### src/rtl/sobel_edge_detect_3x3.sv
// Sobel |Gx|+|Gy| over a 3x3 window stream, 3-clk pipeline with saturated magnitude and thresholded edge bit.
// Optional border masking of the first two lines/columns is enabled by defining SOBEL_BORDER_MASK_EN.
module sobel_edge_detect_3x3 #(
    parameter int DATA_WIDTH = 8,
    parameter int IMG_HDISP  = 640,
    parameter int IMG_VDISP  = 480
) (
    input  logic                  clk,
    input  logic                  rst,
    input  logic                  matrix_frame_vsync,
    input  logic                  matrix_frame_href,
    input  logic [DATA_WIDTH-1:0] matrix_p11,
    input  logic [DATA_WIDTH-1:0] matrix_p12,
    input  logic [DATA_WIDTH-1:0] matrix_p13,
    input  logic [DATA_WIDTH-1:0] matrix_p21,
    input  logic [DATA_WIDTH-1:0] matrix_p22,
    input  logic [DATA_WIDTH-1:0] matrix_p23,
    input  logic [DATA_WIDTH-1:0] matrix_p31,
    input  logic [DATA_WIDTH-1:0] matrix_p32,
    input  logic [DATA_WIDTH-1:0] matrix_p33,
    input  logic [DATA_WIDTH-1:0] threshold,
    output logic                  post_frame_vsync,
    output logic                  post_frame_href,
    output logic [DATA_WIDTH-1:0] post_img_Data,
    output logic                  post_img_Bit
);

    localparam int SW = DATA_WIDTH + 2;

    if (IMG_HDISP < 4 || IMG_VDISP < 4) begin : g_bad_geometry
        $error("sobel_edge_detect_3x3: IMG_HDISP and IMG_VDISP must be at least 4");
    end

    logic [SW-1:0] gx_p, gx_n, gy_p, gy_n;
    logic [SW-1:0] gx, gy;
    logic [SW:0]   g;
    logic [2:0]    vsync_d, href_d;
    logic          gate;

    // Stage 1: weighted column/row sums
    always_ff @(posedge clk) begin
        if (rst) begin
            gx_p <= '0;
            gx_n <= '0;
            gy_p <= '0;
            gy_n <= '0;
        end else begin
            gx_p <= SW'(matrix_p13) + (SW'(matrix_p23) << 1) + SW'(matrix_p33);
            gx_n <= SW'(matrix_p11) + (SW'(matrix_p21) << 1) + SW'(matrix_p31);
            gy_p <= SW'(matrix_p11) + (SW'(matrix_p12) << 1) + SW'(matrix_p13);
            gy_n <= SW'(matrix_p31) + (SW'(matrix_p32) << 1) + SW'(matrix_p33);
        end
    end

    // Stage 2: absolute differences as larger minus smaller
    always_ff @(posedge clk) begin
        if (rst) begin
            gx <= '0;
            gy <= '0;
        end else begin
            gx <= (gx_p >= gx_n) ? (gx_p - gx_n) : (gx_n - gx_p);
            gy <= (gy_p >= gy_n) ? (gy_p - gy_n) : (gy_n - gy_p);
        end
    end

    always_comb begin
        g = {1'b0, gx} + {1'b0, gy};
    end

    always_ff @(posedge clk) begin
        if (rst) begin
            vsync_d <= '0;
            href_d  <= '0;
        end else begin
            vsync_d <= {vsync_d[1:0], matrix_frame_vsync};
            href_d  <= {href_d[1:0], matrix_frame_href};
        end
    end

    assign post_frame_vsync = vsync_d[2];
    assign post_frame_href  = href_d[2];

`ifdef SOBEL_BORDER_MASK_EN
    localparam int HW = $clog2(IMG_HDISP);
    localparam int VW = $clog2(IMG_VDISP);

    logic [HW-1:0] hcnt;
    logic [VW-1:0] vcnt;
    logic          mask_in;
    logic [1:0]    mask_d;

    // href_d[0]/vsync_d[0] are the previous-cycle inputs, reused for edge detection
    always_ff @(posedge clk) begin
        if (rst) begin
            hcnt   <= '0;
            vcnt   <= '0;
            mask_d <= '0;
        end else begin
            if (!matrix_frame_href)
                hcnt <= '0;
            else if (hcnt < HW'(IMG_HDISP - 1))
                hcnt <= hcnt + HW'(1);

            if (matrix_frame_vsync && !vsync_d[0])
                vcnt <= '0;
            else if (!matrix_frame_href && href_d[0] && vcnt < VW'(IMG_VDISP - 1))
                vcnt <= vcnt + VW'(1);

            mask_d <= {mask_d[0], mask_in};
        end
    end

    always_comb begin
        mask_in = (hcnt < HW'(2)) || (vcnt < VW'(2));
        gate    = href_d[1] && !mask_d[1];
    end
`else
    always_comb begin
        gate = href_d[1];
    end
`endif

    // Stage 3: saturate, threshold and gate
    always_ff @(posedge clk) begin
        if (rst) begin
            post_img_Data <= '0;
            post_img_Bit  <= 1'b0;
        end else if (gate) begin
            post_img_Data <= (g > (SW+1)'({DATA_WIDTH{1'b1}})) ? '1 : g[DATA_WIDTH-1:0];
            post_img_Bit  <= (g > (SW+1)'(threshold));
        end else begin
            post_img_Data <= '0;
            post_img_Bit  <= 1'b0;
        end
    end

endmodule

### config.mk
export PLATFORM = sky130hd
export DESIGN_NAME = sobel_edge_detect_3x3
export DESIGN_NICKNAME = d
export VERILOG_FILES = /design/src/rtl/sobel_edge_detect_3x3.sv
export SDC_FILE = /design/constraint.sdc
export NUM_CORES = 1
export LEC_CHECK = 0
export BUFFER_PORTS_ARGS = -buffer_cell sky130_fd_sc_hd__buf_2
export CORE_ASPECT_RATIO = 0.6
export CORE_MARGIN = 2
export CORE_UTILIZATION = 35
export CTS_CLUSTER_SIZE = 12
export DETAILED_ROUTE_END_ITERATION = 10
export HOLD_SLACK_MARGIN = 0.06
export PLACE_DENSITY_LB_ADDON = 0.2
export SYNTH_ARGS = -nofsm -noshare
export SYNTH_HDL_FRONTEND = slang
export SYNTH_SLANG_ARGS = --single-unit
### constraint.sdc
create_clock -name clk -period 2.6 [get_ports clk]
set_input_delay 0.39 -clock clk [delete_from_list [all_inputs] [get_ports clk]]
set_output_delay 0.39 -clock clk [all_outputs]
set_load 0.01 [all_outputs]
Word-level counts from Yosys, hierarchy flattened
Index checks and enable logic that the tools add are counted.

word-level totals
  word-level logic and storage cells = 32
  memories = 0
  input port bits = 84
  memory bits (read-only) = 0
  bits in registers = 75
  bits in writable memories = 0
  output and inout port bits = 11
  bits in latches = 0

cells by class
  order comparisons = 4
  add/subtract/negate cells = 13
  mux-type cells = 3
  shifts and indexed selects = 0
  div/mod/pow operators = 0
  bitwise gates (word level) = 1
  $mul = 0
  eq/ne operators = 0
  reduce and logical (&&, ||, !) cells = 1

operators with widths
  operator                                              count
  adder 10 x 8 -> 10 bit                                4
  adder 8 x 9 -> 10 bit                                 4
  subtractor 10 bit                                     4
  >= comparator 10 bit                                  2
  2-to-1 mux 10 bit                                     2
  adder 10 x 10 -> 11 bit                               1
  > comparator 11 x 8 -> 1 bit                          1
  > comparator 11 x 8 -> 1 bit (second input constant)  1
  2-to-1 mux 8 bit                                      1
  OR reduction 2 bit                                    1
  NOT 1 bit                                             1

Longest topological paths before layout
  depth in word-level cells = 3
  mapped depth = 14
  gate-level depth less buffers = 14

Least setup slack after synthesis
No wires, ideal clock.

  path type = register -> register
  start = reg gx[0]
  end = reg post_img_Bit
  buffers on the path = 0
  arrival time = 2.246 ns
  stages on the path, launching flop included = 15
  library setup time = 0.145 ns
  setup slack = 0.208 ns
  clock period less this slack = 2.392 ns
  data required time = 2.455 ns
  path through = dfxtp_1 ha_1 inv_1 fa_1 inv_1 a21oi_1 o21bai_1 a21o_1 a21o_1 xor2_1 ha_1 o211ai_1 a21oi_1 a211oi_1 o21ai_0

on the way
  longest elaborated chain between the ends = 2

ends and longest elaborated chain
  item                          line  RTL
  from (decl)                   35    logic [SW-1:0] gx, gy;
  from (signal assigned)        61    gx <= (gx_p >= gx_n) ? (gx_p - gx_n) : (gx_n - gx_p);
  adder 10 x 10 -> 11 bit       67    g = {1'b0, gx} + {1'b0, gy};
  > comparator 11 x 8 -> 1 bit  130   post_img_Bit <= (g > (SW+1)'(threshold));
  to (signal assigned)          130
  to (decl)                     25    output logic post_img_Bit

Every way passes these cells.
A chain may end at the register's enable or synchronous reset.

Final worst setup path
Same ends and word-level chain as after synthesis.

==> run_results.csv <==
group,metric,value,unit
timing,worst_pin_slew,0.698,ns
clock_tree,clkTransAtPathRegs,0.07,ns
floorplan,core,16400,µm²
global_routing,grt_start_max_net_pins,66,
detailed_routing,postRouteAntennaNets,0,
timing,finalCritPeriodShare,95.5,%
timing,period_needed,2.48,ns
setup_path,reg2reg_depth,12,
status,status,"finished, final reports clean",
clock_tree,clk_latency,0.34,ns
setup_path,reg2reg_to,"post_img_Bit",
detailed_routing,drt_iter0_drc,229,
yosys,ys.flop_type,"dfxtp_1",
clock_tree,htree_num_levels,3,
placed_design,io_buffer_count,86,
floorplan,floorplan.initialDensity,36.0,%
setup_path,worst_path_most_repeated_cell,"o21a_1",
placed_design,hpwl,12000,µm
timing,finalMaxSlewViolations,0,
detailed_routing,avgRoutedWirePerCell,14.7,µm
timing,worst_slack,0.118,ns
clock_tree,clock_path_buffers,2,
setup_path,worstPathArrival,2.71,ns
timing,setup_viol,0,
floorplan,die_area,17900,µm²
setup_path,crit_path_cell_trace,"ha_2, inv_2, fa_2, inv_1, ha_1, nor2b_1, o21a_1, o21a_1, o21ai_0, a21oi_1, a211oi_2, o21ai_1",
global_routing,grt_overflow_total,0,
global_routing,grt_pass1_wl,23900,µm
setup_path,reg2reg_from,"gx[0]",
timing,relSlewSlack,53.4,%
placed_design,placed_cells,960,
floorplan,die_w,172,µm
power_and_ir_drop,total_power,6.91,mW
detailed_routing,drc,0,
setup_path,worst_path_largest_cell_delay,0.54,ns
setup_path,r2r_slack,0.12,ns
global_routing,grt_pass1_vias,4871,
power_and_ir_drop,peakVddDrop,0.400,mV
job,max-cap-violations,0,
yosys,synth-xor-area-share,6.24,%
yosys,ys_async_sr_fraction,0,%
floorplan,ios,95,
placed_design,gp_congestion,0.917,
final_layout,drive_gt1_share,20.8,%
setup_path,critPathKind,"register to register",
setup_path,critPathCapture,"post_img_Bit",
yosys,synthesis.instances,634,
setup_path,cp-startpoint,"gx[0]",
detailed_routing,routed-wl-met2,5880,µm
setup_path,start_kind,"register",
clock_tree,cts_buffers,9,
yosys,yosysWarnings,0,
timing,grt_setup_unrepaired,"true",
placed_design,post-place-ws,-0.170,ns
final_layout,areaGrowthSynthToFinish,21.2,%
yosys,synth.ff_latch_count,75,
global_routing,grt_use_total,17.1,%
yosys,ys_seq_area_share,25.5,%
yosys,synth_compound_area_share,14.9,%
detailed_routing,met3RoutedLength,827,µm
yosys,syn_area,5890,µm²
setup_path,worstPathRequired,2.83,ns
clock_tree,cts-root-buf,"clkbuf_16",
yosys,synth_top_family_by_area,"adder cells",
power_and_ir_drop,powerDensity,968,nW/µm²
setup_path,cp_max_fo,2,
detailed_routing,maxUsedRoutingLayer,"met4",
final_layout,num_antenna_cells,0,
yosys,synth_adder_area_share,32.1,%
yosys,yosys.area_share.simple,13.7,%
timing,fin_hold_ws,0.265,ns
detailed_routing,wl,14400,µm
clock_tree,cts.sinks,75,
yosys,synth_edf_count,0,
clock_tree,ctsHoldBuffers,0,
detailed_routing,vias_per_cell,4.79,
power_and_ir_drop,power.leakage,3.44,nW
final_layout,final_cells,981,
timing,hold_viol,0,
timing,skew,0.00381,ns
min_path,min_path_type,"input pin to register",
global_routing,antenna_found_initial,0,
yosys,ys_types,48,
detailed_routing,dr.pass1.iters,5,
floorplan,row_count,36,
final_layout,finish.utilization,43.7,%
timing,fmax,403,MHz
clock_tree,cts_tree,"done",
final_layout,nNetsFinal,961,
detailed_routing,dr_total_vias,4702,
setup_path,end_kind,"register",
yosys,syn_avg_cell_area,9.30,µm²
setup_path,crit_slowest_cell,"fa_2",
detailed_routing,wl_met1,7530,µm
yosys,synth.net_count,847,
yosys,synth_mux_area_share,2.06,%
floorplan,fp.dieH,105,µm
[Yosys cell counts, types with 3 or more instances]
cell type  count  area share (%)
buf_1          3            0.19
inv_1         67             4.3
buf_2          3            0.25
xnor2_1       24             3.6
a21o_1        20             2.5
nor3_1        18             1.5
clkbuf_1       4            0.25
ha_1          92              20
mux2i_1       11             1.9
o41ai_1        5            0.74
nor2_1        72             4.6
o21ai_2        4            0.59
fa_1          37              13
nand3b_1       6            0.76
buf_6          3            0.57
o21a_1         7            0.89
a21oi_1       34             2.9
o21bai_1       3            0.38
nor2b_1       31             3.3
o21ai_0       24             2.0
nand2b_1       8            0.85
dfxtp_1       75              25
xor2_1        18             2.7
nand4_1        5            0.53
nand2_1       20             1.3
a211oi_1      10             1.3
[power by group]
| part | switching [mW] | internal, mW | leakage [nW] |
|---|---|---|---|
| clock | 0.559 | 0.671 | 0.141 |
| combinational | 2.17 | 1.94 | 2.68 |
| sequential | 0.138 | 1.44 | 0.623 |
[metrics by stage]
stage,TNS (ns),cell area (µm²)
floorplan,0,5890
global placement,-1.14,6730
detailed placement,-2.00,6730
CTS,0,7080
global route,-0.0345,7140
finish,0,7140
[layout make-up]
class                      instances  area (µm²)
clock buffer                       9         225
clock inverter                     7        70.1
fill                            1615        9210
inverter                          68         255
multi-input combinational        478        4120
sequential                        75        1500
tap                              228         285
timing repair buffer             116         681
[worst min path at each step]
stage	from	to	slack [ns]	cells past startpoint
floorplan	href_d[0]	href_d[1]	0.41	1
global placement	href_d[0]	href_d[1]	0.43	1
detailed placement	vsync_d[0]	vsync_d[1]	0.43	1
CTS	matrix_frame_href	href_d[0]	0.25	2
global route	matrix_frame_href	href_d[0]	0.27	2
finish	matrix_frame_href	href_d[0]	0.26	2
[layer usage]
metal / track usage [%] / vias to the layer above
li1: - / 2367
met1: 25.0 / 2193
met2: 25.5 / 124
met3: 3.77 / 18
met4: 4.00 / 0
met5: 0 / -
[placed cells by master, fill, tap and decap left out, types with 4 or more instances in the layout]
cell | netlist | final
ha_1 | 92 | 91
buf_2 | 3 | 86
dfxtp_1 | 75 | 73
nor2_1 | 72 | 72
inv_1 | 67 | 66
fa_1 | 37 | 35
a21oi_1 | 34 | 33
nor2b_1 | 31 | 31
buf_4 | 0 | 28
xnor2_1 | 24 | 23
o21ai_0 | 24 | 20
a21o_1 | 20 | 20
nand2_1 | 20 | 18
nor3_1 | 18 | 18
xor2_1 | 18 | 17
mux2i_1 | 11 | 10
a211oi_1 | 10 | 9
clkbuf_16 | 0 | 9
nand2b_1 | 8 | 8
o21a_1 | 7 | 7
nand3b_1 | 6 | 6
o21ai_1 | 1 | 5
nand4_1 | 5 | 5
o41ai_1 | 5 | 5
o21ai_2 | 4 | 4
[worst max-delay path, delay by kind of cell, from the launching register on]
kind,cells,cell delay [ns]
compound gates,6,0.83
fa+ha+maj,3,1.00
buf+inv,2,0.08
flops,1,0.32
simple gates,1,0.14
[sequential cells by signal (all words and copies together), names as in the netlist]
signal         count
href_d             3
gx_p              10
gy_n              10
gx_n              10
gy                10
gy_p              10
vsync_d            3
post_img_Bit       1
post_img_Data      8
gx                10
[kinds of logic (layout without fill, tap and decap cells)]
family | count (synthesis) | in the layout
AOI/OAI and AO/OA | 128 | 128
xor gates and xnor gates | 42 | 42
adders and majority gates | 129 | 129
buffers and inverters | 81 | 200
DFF | 75 | 75
muxes | 12 | 12
and+or+nand+nor | 167 | 167
[what timing repair did]
item | in CTS | in global routing
endpoints found under the setup margin | 9 | 15
hold endpoints to repair | 0 | 0
pin swaps | 2 | 14
buffers inserted | 4 | 1
gates resized for setup | 1 | 19
Note: power is estimated with default switching activity, not from simulation.
